### src/rtl/text_cursor.sv
// Write-side engine for the text-mode VRAM: places printable bytes at the cursor,
// handles CR/LF/BS, line wrap and scrolling, and clears the screen/rows with BLANK.
module text_cursor #(
    parameter int          COLS  = 100,
    parameter int          ROWS  = 30,
    parameter logic [7:0]  BLANK = 8'h20
) (
    input  logic       clk_i,
    input  logic       reset_i,
    input  logic       in_valid_i,
    output logic       in_ready_o,
    input  logic [7:0] in_char_i,
    output logic [4:0] top_row_o,
    output logic [4:0] cursor_row_o,
    output logic [6:0] cursor_col_o,
    output logic       vram_we_o,
    output logic [4:0] vram_row_o,
    output logic [6:0] vram_col_o,
    output logic [7:0] vram_char_o
);

    // state       | meaning
    // S_CLEAR_ALL | blanking the whole VRAM after reset, one cell per cycle
    // S_IDLE      | accepting bytes, in_ready high
    // S_CLEAR_ROW | blanking the row exposed by a scroll
    typedef enum logic [1:0] {
        S_CLEAR_ALL,
        S_IDLE,
        S_CLEAR_ROW
    } state_t;

    localparam logic [6:0] COL_LAST = 7'(COLS - 1);
    localparam logic [4:0] ROW_LAST = 5'(ROWS - 1);
    localparam logic [5:0] ROWS_W   = 6'(ROWS);

    state_t     state_q, state_d;
    logic [4:0] clr_row_q, clr_row_d;
    logic [6:0] clr_col_q, clr_col_d;
    logic [4:0] top_row_q, top_row_d;
    logic [4:0] cursor_row_q, cursor_row_d;
    logic [6:0] cursor_col_q, cursor_col_d;
    logic       in_ready_q, in_ready_d;
    logic       vram_we_q, vram_we_d;
    logic [4:0] vram_row_q, vram_row_d;
    logic [6:0] vram_col_q, vram_col_d;
    logic [7:0] vram_char_q, vram_char_d;

    logic [5:0] row_sum;
    logic [4:0] phys_row;
    logic       accept;
    logic       do_lf;

    // ROWS is not a power of two, so the ring offset wraps by compare-and-subtract.
    always_comb begin
        row_sum = {1'b0, top_row_q} + {1'b0, cursor_row_q};
        if (row_sum >= ROWS_W) begin
            row_sum = row_sum - ROWS_W;
        end
        phys_row = row_sum[4:0];
    end

    assign accept = in_valid_i && in_ready_q && (state_q == S_IDLE);

    always_comb begin
        state_d      = state_q;
        clr_row_d    = clr_row_q;
        clr_col_d    = clr_col_q;
        top_row_d    = top_row_q;
        cursor_row_d = cursor_row_q;
        cursor_col_d = cursor_col_q;
        in_ready_d   = in_ready_q;
        vram_we_d    = 1'b0;
        vram_row_d   = vram_row_q;
        vram_col_d   = vram_col_q;
        vram_char_d  = vram_char_q;
        do_lf        = 1'b0;

        case (state_q)
            S_CLEAR_ALL: begin
                vram_we_d   = 1'b1;
                vram_row_d  = clr_row_q;
                vram_col_d  = clr_col_q;
                vram_char_d = BLANK;
                if (clr_col_q == COL_LAST) begin
                    clr_col_d = '0;
                    if (clr_row_q == ROW_LAST) begin
                        clr_row_d = '0;
                        state_d   = S_IDLE;
                    end else begin
                        clr_row_d = clr_row_q + 5'd1;
                    end
                end else begin
                    clr_col_d = clr_col_q + 7'd1;
                end
            end

            S_CLEAR_ROW: begin
                vram_we_d   = 1'b1;
                vram_row_d  = clr_row_q;
                vram_col_d  = clr_col_q;
                vram_char_d = BLANK;
                if (clr_col_q == COL_LAST) begin
                    clr_col_d = '0;
                    state_d   = S_IDLE;
                end else begin
                    clr_col_d = clr_col_q + 7'd1;
                end
            end

            S_IDLE: begin
                in_ready_d = 1'b1;
                if (accept) begin
                    if (in_char_i >= 8'h20 && in_char_i <= 8'h7E) begin
                        vram_we_d   = 1'b1;
                        vram_row_d  = phys_row;
                        vram_col_d  = cursor_col_q;
                        vram_char_d = in_char_i;
                        if (cursor_col_q == COL_LAST) begin
                            cursor_col_d = '0;
                            do_lf        = 1'b1;
                        end else begin
                            cursor_col_d = cursor_col_q + 7'd1;
                        end
                    end else if (in_char_i == 8'h0A) begin
                        do_lf = 1'b1;
                    end else if (in_char_i == 8'h0D) begin
                        cursor_col_d = '0;
                    end else if (in_char_i == 8'h08) begin
                        if (cursor_col_q != 7'd0) begin
                            cursor_col_d = cursor_col_q - 7'd1;
                        end
                    end

                    // Scrolling blanks the old top row, which becomes the new bottom row.
                    if (do_lf) begin
                        if (cursor_row_q != ROW_LAST) begin
                            cursor_row_d = cursor_row_q + 5'd1;
                        end else begin
                            top_row_d  = (top_row_q == ROW_LAST) ? 5'd0 : top_row_q + 5'd1;
                            clr_row_d  = top_row_q;
                            clr_col_d  = '0;
                            state_d    = S_CLEAR_ROW;
                            in_ready_d = 1'b0;
                        end
                    end
                end
            end

            default: begin
                state_d = S_CLEAR_ALL;
            end
        endcase
    end

    always_ff @(posedge clk_i) begin
        if (reset_i) begin
            state_q      <= S_CLEAR_ALL;
            clr_row_q    <= '0;
            clr_col_q    <= '0;
            top_row_q    <= '0;
            cursor_row_q <= '0;
            cursor_col_q <= '0;
            in_ready_q   <= 1'b0;
            vram_we_q    <= 1'b0;
            vram_row_q   <= '0;
            vram_col_q   <= '0;
            vram_char_q  <= '0;
        end else begin
            state_q      <= state_d;
            clr_row_q    <= clr_row_d;
            clr_col_q    <= clr_col_d;
            top_row_q    <= top_row_d;
            cursor_row_q <= cursor_row_d;
            cursor_col_q <= cursor_col_d;
            in_ready_q   <= in_ready_d;
            vram_we_q    <= vram_we_d;
            vram_row_q   <= vram_row_d;
            vram_col_q   <= vram_col_d;
            vram_char_q  <= vram_char_d;
        end
    end

    assign in_ready_o   = in_ready_q;
    assign top_row_o    = top_row_q;
    assign cursor_row_o = cursor_row_q;
    assign cursor_col_o = cursor_col_q;
    assign vram_we_o    = vram_we_q;
    assign vram_row_o   = vram_row_q;
    assign vram_col_o   = vram_col_q;
    assign vram_char_o  = vram_char_q;

endmodule

### config.mk
export PLATFORM = sky130hd
export DESIGN_NAME = text_cursor
export DESIGN_NICKNAME = d
export VERILOG_FILES = /design/src/rtl/text_cursor.sv
export SDC_FILE = /design/constraint.sdc
export NUM_CORES = 1
export LEC_CHECK = 0
export CORE_MARGIN = 8
export CORE_UTILIZATION = 45
export CTS_CLUSTER_DIAMETER = 120
export CTS_CLUSTER_SIZE = 28
export DETAILED_ROUTE_END_ITERATION = 16
export GPL_ROUTABILITY_DRIVEN = 0
export PLACE_DENSITY = 0.73
export SYNTH_ARGS = -nofsm -noshare
export SYNTH_HDL_FRONTEND = slang
export SYNTH_SLANG_ARGS = --single-unit
### constraint.sdc
create_clock -name clk_i -period 4.91 [get_ports clk_i]
set_clock_uncertainty 0.2 [all_clocks]
set_input_delay 0.7365 -clock clk_i [delete_from_list [all_inputs] [get_ports clk_i]]
set_output_delay 0.7365 -clock clk_i [all_outputs]
set_load 0.01 [all_outputs]
==> flow_summary_export.csv, run 1 <==
group,metric,value,unit
sta,hold_slack,0.259,ns
clock_tree,hold_buffers,0,
floorplan,die_y,99.0,um
setup_path,crit_fanout,9,
worst_hold_path,holdCritPathClass,"reg -> reg",
logic_synthesis,synth_warnings,0,
detailed_routing,ant_nets,0,
logic_synthesis,synthCells,377,
logic_synthesis,synth_edf_count,0,
sta,slew_headroom,21.1,%
detailed_routing,wl_per_cell,16.0,um
placed_design,portBuffers,49,
clock_tree,cts_tree,"done",
logic_synthesis,synth-seq-area-share,34.2,%
sta,setup_viol,0,
logic_synthesis,synth_top_cell_by_area,"dfxtp_1",
cells_and_area,syn_to_final_growth,20.5,%
cells_and_area,final_cells,498,
clock_tree,cts.path.max_buffers,2,
sta,min_period_over_period,63.8,%
setup_path,worstSetupPathType,"in -> reg",
run_status,status,"finished clean",
clock_tree,cts_setup_buffers,0,
run,cap_viol_max_count,0,
clock_tree,cts_sinks,53,
cells_and_area,design_area,3730,um^2
logic_synthesis,synth.top_cell.area_share,34.2,%
setup_path,crit_path_end_kind,"register",
cells_and_area,antenna_cells,0,
global_route,grt_remaining_overflow,0,
global_route,antenna_found_initial,0,
pwr,power,0.829,mW
logic_synthesis,synth_commonest_cells,"dfxtp_1 (53), nor2_1 (42), nand2_1 (29)",
floorplan,io_pins,50,
logic_synthesis,synth_area,3100,um^2
global_route,grt_pass1_vias,2866,
sta,fin_tns_setup,0,ns
placed_design,dpl_worst_slack,1.53,ns
pwr,p_leak,1.36,nW
clock_tree,cts-buffers-inserted,5,
cells_and_area,utilization,55.6,%
clock_tree,clkLatencyLatePin,0.30,ns
logic_synthesis,syn-num-nets,405,
clock_tree,clkTransAtPathRegs,0.10,ns
setup_path,critical-path-top-delay-family,"compound AO/OA/AOI/OAI gates",
logic_synthesis,synth_flop_cell,"dfxtp_1",
detailed_routing,dr.pass1.iters,4,
logic_synthesis,synth_cell_types,63,
setup_path,cp.required,4.93,ns
sta,fin_ws,1.78,ns
pwr,powerDensity,222,nW/um^2
pwr,ir_drop,0.000167,V
setup_path,cp-start-kind,"primary input",
clock_tree,htreeDepth,2,
placed_design,place_area,3600,um^2
setup_path,critPathBufInv,1,
logic_synthesis,synth_area_leaders,"dfxtp_1 (34%), ha_1 (6.5%), nor2_1 (5.1%)",
placed_design,dp.cells,490,
logic_synthesis,async_flop_share,0,%
detailed_routing,drtIter0Drc,134,
sta,fin_crit,3.13,ns
global_route,grt_pass1_wl,13600,um
floorplan,dieWidth,99.0,um
global_route,grt_max_degree,39,
floorplan,dieArea,9800,um^2
detailed_routing,drt-total-wl,7960,um
logic_synthesis,yosysMostFrequentCell,"dfxtp_1",
setup_path,slowest_stage,"a311oi_1",
sta,report.final.hold_viol_count,0,
global_route,grt_usage,16.5,%
clock_tree,cts-root-buf,"clkbuf_8",
cells_and_area,nNetsFinal,445,
logic_synthesis,synth.avg_cell_area,8.22,um^2
setup_path,slowest_delay,0.82,ns
detailed_routing,drc,0,
sta,maxSlewViolCount,0,
floorplan,initial_utilization,46.1,%
placed_design,hpwl,5750,um
sta,fmaxAchievable,319,MHz
cells_and_area,layout-drive-gt1-share,5.02,%
sta,tightest_slew,1.18,ns
setup_path,crit_chain,"clkdlybuf4s50_1, o21bai_1, a21o_1, o21ai_4, a311oi_1, o21ai_0, o31ai_1",
floorplan,core_area,6720,um^2
setup_path,worst_ep_arrival_time,3.15,ns
detailed_routing,vias_per_cell,5.89,
clock_tree,post_cts_resized,0,
detailed_routing,vias,2935,
logic_synthesis,ys_ff_latch,53,
floorplan,fp-row-count,30,
sta,rsz0062_at_grt,"no",
-- worst paths after layout --
path	from	depth (start not counted)	end	slack, ns
max reg2reg	state_q[0]	5	vram_row_o[3]	2.00
max	in_char_i[6]	7	clr_col_q[3]	1.78
min	vram_row_o[4]	2	vram_row_o[4]	0.26
min reg2reg	vram_row_o[4]	2	vram_row_o[4]	0.26
-- worst register-to-register path: cells and delay by family (launching register included) --
kind / cells / cell delay [ns]
compound gates: 2 / 0.49
simple gates: 2 / 1.13
flops: 1 / 0.71
buf+inv: 1 / 0.28
-- sequential cells by signal, summed over array words and instances, names as in the netlist --
signal / count
vram_col_o: 7
vram_char_o: 8
vram_row_o: 5
cursor_row_o: 5
top_row_o: 5
cursor_col_o: 7
clr_col_q: 7
vram_we_o: 1
state_q: 2
clr_row_q: 5
in_ready_o: 1
-- layout make-up --
cell class | instances | area [um^2]
fill | 625 | 2990
multi-input combinational | 289 | 1870
sequential | 53 | 1060
timing repair buffer | 50 | 498
tap | 80 | 100
clock buffer | 5 | 68.8
inverter | 18 | 67.6
clock inverter | 3 | 65.1
-- metal layers --
metal  GRT usage [%]  up-vias  part of all wire [%]
met3            3.66       15                   5.7
li1                -     1457                     -
met5               0        -                     0
met1            19.3     1374                    44
met2            28.5       89                    48
met4            6.73        0                   2.4
-- layout by cell type (no fill, tap or decap), drive strengths merged, types with 3 or more instances in the layout --
cell type      Yosys  final
a21o               3      3
o31ai              5      5
or3                8      8
mux2i              9      9
a21boi             3      3
and4               3      3
nand3             26     26
nor2b              3      3
a211oi            12     12
inv               17     17
xor2               5      5
and3               8      8
xnor2              4      4
and2               4      4
a21oi             28     28
nand4              4      4
clkbuf             7      5
nor2              42     42
nand2b             4      4
o21ai             24     24
dfxtp             53     53
clkdlybuf4s50      0     49
ha                16     16
o32ai              3      3
a211o              5      5
nor3               6      6
nand2             29     29
-- where the power goes --
group / switching [mW] / internal [mW]
combinational: 0.0250 / 0.0199
clock: 0.143 / 0.203
sequential: 0.00443 / 0.434
total: 0.172 / 0.656
-- logic make-up (layout without fill, tap and decap cells) --
| family | count (synthesis) | count (layout) | share of synthesized area, % |
|---|---|---|---|
| AO/OA/AOI/OAI | 106 | 106 | 22.9 |
| XOR/XNOR | 9 | 9 | 2.54 |
| AND/OR/NAND/NOR | 146 | 146 | 24.2 |
| buffers and inverters | 35 | 76 | 5.37 |
| adder cells (fa/ha/maj) | 17 | 17 | 7.11 |
| multiplexers | 11 | 11 | 3.63 |
| flip-flops | 53 | 53 | 34.2 |
Power figures use the tool's default switching activity.
==> run 2: changes to the inputs <==
==> constraint.sdc (replaced) <==
create_clock -name clk_i -period 3.2 [get_ports clk_i]
set_clock_uncertainty 0.2 [all_clocks]
set_input_delay 0.48 -clock clk_i [delete_from_list [all_inputs] [get_ports clk_i]]
set_output_delay 0.48 -clock clk_i [all_outputs]
set_load 0.01 [all_outputs]
==> run 2 against run 1 <==
  * Global-route usage fell by 0.61 points
  * Sequential share of layout area down 0.095 points
  * Clock power rose by 21%
  * Largest power group unchanged
  * Utilization rose by 0.19 points
  * Largest cell class unchanged
==> flow_summary_export.csv, run 2 (synthesis results as in run 1) <==
group,metric,value,unit
clock_tree,clkLatencyLatePin,0.31,ns
clock_tree,clkTransAtPathRegs,0.09,ns
setup_path,crit_path_end_kind,"register",
floorplan,die_y,99.0,um
clock_tree,hold_buffers,0,
cells_and_area,antenna_cells,0,
clock_tree,cts.path.max_buffers,2,
clock_tree,cts_sinks,53,
clock_tree,cts-buffers-inserted,5,
sta,fmaxAchievable,369,MHz
clock_tree,cts_tree,"done",
placed_design,dp.cells,496,
setup_path,worst_ep_arrival_time,2.72,ns
detailed_routing,wl_per_cell,15.5,um
cells_and_area,largest_register_ffs,8,
sta,report.final.hold_viol_count,0,
floorplan,initial_utilization,46.1,%
floorplan,fp-row-count,30,
setup_path,worstSetupPathType,"reg -> reg",
sta,min_period_over_period,84.6,%
sta,fin_crit,2.71,ns
sta,slew_headroom,38.7,%
setup_path,critical-path-top-delay-family,"compound AO/OA/AOI/OAI gates",
sta,setup_viol,0,
clock_tree,cts-root-buf,"clkbuf_8",
setup_path,cp-start-kind,"register",
detailed_routing,vias_per_cell,5.84,
setup_path,critPathBufInv,1,
cells_and_area,final_cell_mix,"dfxtp_1 (53), clkdlybuf4s50_1 (49), nor2_1 (41)",
global_route,antenna_found_initial,0,
pwr,ir_drop,0.000194,V
sta,tightest_slew,0.912,ns
cells_and_area,fillerInstances,621,
floorplan,dieArea,9800,um^2
setup_path,crit_chain,"ha_1, inv_1, fa_1, nand2b_1, o2bb2ai_1, xnor2_1, a21boi_0, o21ai_0, o41ai_1",
clock_tree,post_cts_resized,0,
detailed_routing,dr.pass1.iters,6,
global_route,grt_usage,15.9,%
floorplan,dieWidth,99.0,um
run,cap_viol_max_count,0,
cells_and_area,final_common_cell,"dfxtp_1",
global_route,grt_pass1_wl,13100,um
cells_and_area,nNetsFinal,451,
clock_tree,cts_setup_buffers,0,
placed_design,portBuffers,49,
global_route,grt_pass1_vias,2764,
sta,fin_tns_setup,0,ns
sta,hold_slack,0.253,ns
detailed_routing,drtIter0Drc,143,
placed_design,hpwl,5770,um
detailed_routing,vias,2942,
global_route,grt_remaining_overflow,0,
setup_path,slowest_delay,0.47,ns
floorplan,io_pins,50,
run_status,status,"finished clean",
cells_and_area,utilization,55.8,%
worst_hold_path,hold_depth,2,
sta,rsz0062_at_grt,"no",
detailed_routing,drt-total-wl,7800,um
detailed_routing,drc,0,
floorplan,core_area,6720,um^2
cells_and_area,final_cells,504,
global_route,grt_max_degree,29,
setup_path,cp.required,3.21,ns
setup_path,slowest_stage,"dfxtp_1",
setup_path,cp_num_cells,9,
setup_path,r2r_cells,9,
cells_and_area,syn_to_final_growth,20.9,%
clock_tree,htreeDepth,2,
worst_hold_path,holdCritPathClass,"reg -> reg",
sta,maxSlewViolCount,0,
cells_and_area,layout-drive-gt1-share,6.37,%
pwr,p_leak,1.38,nW
setup_path,crit_fanout,6,
detailed_routing,ant_nets,0,
pwr,powerDensity,310,nW/um^2
## run 2: cell count changes in the layout (fill, tap and decap cells not counted)
cell | previous run | this run
buf_4 | 1 | 7
bufinv_16 | 2 | 0
clkbuf_8 | 5 | 7
## run 2: path summary, 6_finish.rpt
check / start / slack, ns / end
setup / recovery: cursor_row_o[0] / 0.49 / vram_row_o[2]
setup reg to reg: cursor_row_o[0] / 0.49 / vram_row_o[2]
hold reg to reg: vram_row_o[4] / 0.25 / vram_row_o[4]
hold / removal: vram_row_o[4] / 0.25 / vram_row_o[4]
## run 2: layer usage
metal	global-route usage, %	share of wire [%]	wire length (um)
met1	19.7	46	3580
met2	26.6	47	3690
met3	3.17	5.2	406
met4	5.90	1.6	126
met5	0	0	0
## run 2: final cells by class
type,instances,area [um^2],share of cell area (%)
multi-input cells,289,1870,50.0
flip-flops and latches,53,1060,28.3
repair buffers,56,543,14.5
well taps,80,100,2.67
clock buffers,7,96.3,2.57
inverters,18,67.6,1.80
clock inverters,1,5.00,0.134
## run 2: worst min-delay path, delay by kind of cell, from the launching register on
| kind | cells | cell delay [ns] |
|---|---|---|
| AOI/OAI and AO/OA | 1 | 0.05 |
| and+or+nand+nor | 1 | 0.05 |
| DFF | 1 | 0.32 |
## run 2: through the flow
step | worst slack, ns | cell area [um^2] | power [mW]
floorplan | 0.737 | 3100 | 0.724
global placement | 0.239 | 3640 | 0.756
detailed placement | 0.223 | 3640 | 0.756
CTS | 0.488 | 3750 | 1.17
global route | 0.238 | 3750 | 1.20
finish | 0.493 | 3750 | 1.16
## run 2: where the power goes
part           total, mW  leakage, nW  internal [mW]  switching (mW)
combinational     0.0701        0.899         0.0316          0.0385
sequential         0.672        0.428          0.666         0.00586
clock              0.419       0.0542          0.196           0.223
total               1.16         1.38          0.893           0.267
==> run 3: changes to the inputs <==
--- a/config.mk
+++ b/config.mk
@@ -11,7 +11,7 @@
 export CTS_CLUSTER_SIZE = 28
 export DETAILED_ROUTE_END_ITERATION = 16
 export GPL_ROUTABILITY_DRIVEN = 0
-export PLACE_DENSITY = 0.73
+export PLACE_DENSITY = 0.76
 export SYNTH_ARGS = -nofsm -noshare
 export SYNTH_HDL_FRONTEND = slang
 export SYNTH_SLANG_ARGS = --single-unit
==> constraint.sdc (replaced) <==
create_clock -name clk_i -period 2.4 [get_ports clk_i]
set_clock_uncertainty 0.2 [all_clocks]
set_input_delay 0.36 -clock clk_i [delete_from_list [all_inputs] [get_ports clk_i]]
set_output_delay 0.36 -clock clk_i [all_outputs]
set_load 0.01 [all_outputs]
==> run 3 against run 2 <==
  * Sequential cell count stayed put
  * Critical path type is now in -> reg
  * Worst hold slack got worse by 0.063 ns
  * Power grew 42%
  * Setup slack got worse by 0.40 ns
  * Die area stayed put
  * Sequential share of layout area is 2.8 points lower
  * Wire length up 9.4%
  * Via count up 6.8%
  * Count of clock-buffer cells in the layout is the same
  * Register-to-register slack got worse by 0.39 ns
  * Combinational power rose by 61%
==> flow_summary_export.csv, run 3 (synthesis results as in run 1) <==
group,metric,value,unit
global_route,grt_max_degree,25,
pwr,power,1.65,mW
cells_and_area,design_area,4170,um^2
pwr,seq_power_share,54.2,%
pwr,combPwrFrac,6.8,%
global_route,grt_pass1_wl,14500,um
setup_path,ff2ff_setup_slack,0.10,ns
pwr,ir_drop,0.000452,V
cells_and_area,largest_register_ffs,8,
clock_tree,cts.path.max_buffers,2,
clock_tree,cts_tree,"done",
run,cap_viol_max_count,0,
cells_and_area,nNetsFinal,494,
setup_path,reg2reg_to,"vram_row_o[3]",
placed_design,portBuffers,49,
clock_tree,cts_sinks,53,
worst_hold_path,holdCritPathClass,"in -> reg",
setup_path,crit_fanout,8,
sta,maxSlewViolCount,0,
pwr,powerDensity,397,nW/um^2
cells_and_area,final_common_cell,"dfxtp_1",
placed_design,dp.cells,537,
setup_path,crit_path_end_kind,"register",
setup_path,r2r_cells,8,
detailed_routing,dr.pass1.iters,4,
clock_tree,clkTransAtPathRegs,0.10,ns
run_status,status,"finished clean",
floorplan,io_pins,50,
pwr,p_int,1.28,mW
cells_and_area,layout-drive-gt1-share,17.1,%
setup_path,cp-endpoint,"cursor_col_o[3]",
clock_tree,cts-root-buf,"clkbuf_8",
setup_path,worst_ep_arrival_time,2.32,ns
clock_tree,clkLatencyLatePin,0.31,ns
global_route,grt_pass1_vias,3079,
floorplan,die_y,99.0,um
clock_tree,cts-buffers-inserted,5,
clock_tree,hold_buffers,0,
placed_design,hpwl,6290,um
cells_and_area,utilization,62.0,%
sta,min_period_over_period,96.3,%
pwr,p_switching,0.367,mW
sta,report.final.hold_viol_count,0,
detailed_routing,vias,3141,
sta,fin_ws,0.0892,ns
global_route,grt_remaining_overflow,0,
sta,tightest_slew,0.510,ns
setup_path,cp.required,2.41,ns
sta,fin_crit,2.31,ns
sta,fin_tns_setup,0,ns
setup_path,r2r_start,"top_row_o[0]",
floorplan,dieWidth,99.0,um
sta,fmaxAchievable,433,MHz
pwr,clock_power_share,38.9,%
floorplan,core_area,6720,um^2
detailed_routing,vias_per_cell,5.74,
detailed_routing,drt-total-wl,8530,um
floorplan,initial_utilization,46.1,%
detailed_routing,wl_per_cell,15.6,um
global_route,antenna_found_initial,0,
global_route,grt_usage,17.5,%
setup_path,worstSetupPathType,"in -> reg",
placed_design,place_area,3980,um^2
sta,slew_headroom,66.0,%
floorplan,dieArea,9800,um^2
detailed_routing,drtIter0Drc,209,
pwr,p_leak,1.64,nW
cells_and_area,final_cell_mix,"dfxtp_1 (51), clkdlybuf4s50_1 (48), buf_4 (48)",
setup_path,cp-start-kind,"primary input",
sta,setup_viol,0,
clock_tree,htreeDepth,2,
cells_and_area,syn_to_final_growth,34.5,%
floorplan,fp-row-count,30,
cells_and_area,final_cells,547,
detailed_routing,drc,0,
placed_design,dpl_worst_slack,-0.369,ns
sta,rsz0062_at_grt,"yes",
pwr,p_sw_share,22.2,%
setup_path,startpoint,"in_char_i[5]",
cells_and_area,antenna_cells,0,
detailed_routing,ant_nets,0,
sta,hold_slack,0.190,ns
==> run 3: final cells by class <==
cell class | instances | area (um^2)
Clock buffer | 7 | 86.3
Clock inverter | 1 | 30.0
Tap cell | 80 | 100
Multi-Input combinational cell | 289 | 1920
Inverter | 18 | 67.6
Fill cell | 574 | 2550
Timing Repair Buffer | 99 | 893
Sequential cell | 53 | 1060
==> run 3: worst min path at each step <==
stage	start	end	slack, ns	cells after the start
5_1_grt	in_char_i[6]	vram_char_o[6]	0.23	3
4_1_cts	vram_row_o[4]	vram_row_o[4]	0.27	2
3_3_place_gp	vram_row_o[4]	vram_row_o[4]	0.24	2
6_report	in_char_i[6]	vram_char_o[6]	0.19	3
2_1_floorplan	clr_col_q[6]	clr_col_q[6]	0.25	1
3_5_place_dp	vram_row_o[4]	vram_row_o[4]	0.26	2
==> run 3: power by group through the flow <==
stage	Clock (mW)	Sequential, mW	Combinational [mW]
floorplan	0	0.917	0.0489
global placement	0	0.916	0.108
detailed placement	0	0.917	0.110
CTS	0.645	0.896	0.111
global route	0.684	0.898	0.123
finish	0.643	0.896	0.113
==> run 3: layer usage <==
metal / wire length [um] / track usage (%) / vias to the layer above
met3: 407 / 3.24 / 15
met4: 140 / 4.96 / 0
met5: 0 / 0 / -
li1: - / - / 1552
met1: 3810 / 21.1 / 1485
met2: 4170 / 30.7 / 89
==> run 3: worst max-delay path, cell delays in order <==
cell and delay [ns]:
clkdlybuf4s50_1 0.48, and4_4 0.23, a21o_1 0.21, buf_4 0.18
nand2b_1 0.25, buf_4 0.18, nand2_1 0.08, a21boi_0 0.10
o32ai_1 0.25
==> run 3: timing repair <==
item,CTS,global route
gates resized for setup,4,9
endpoints found under the hold margin,0,0
endpoints found under the setup margin,7,13
pin swaps,2,6
buffers inserted,1,1
gates cloned,0,0
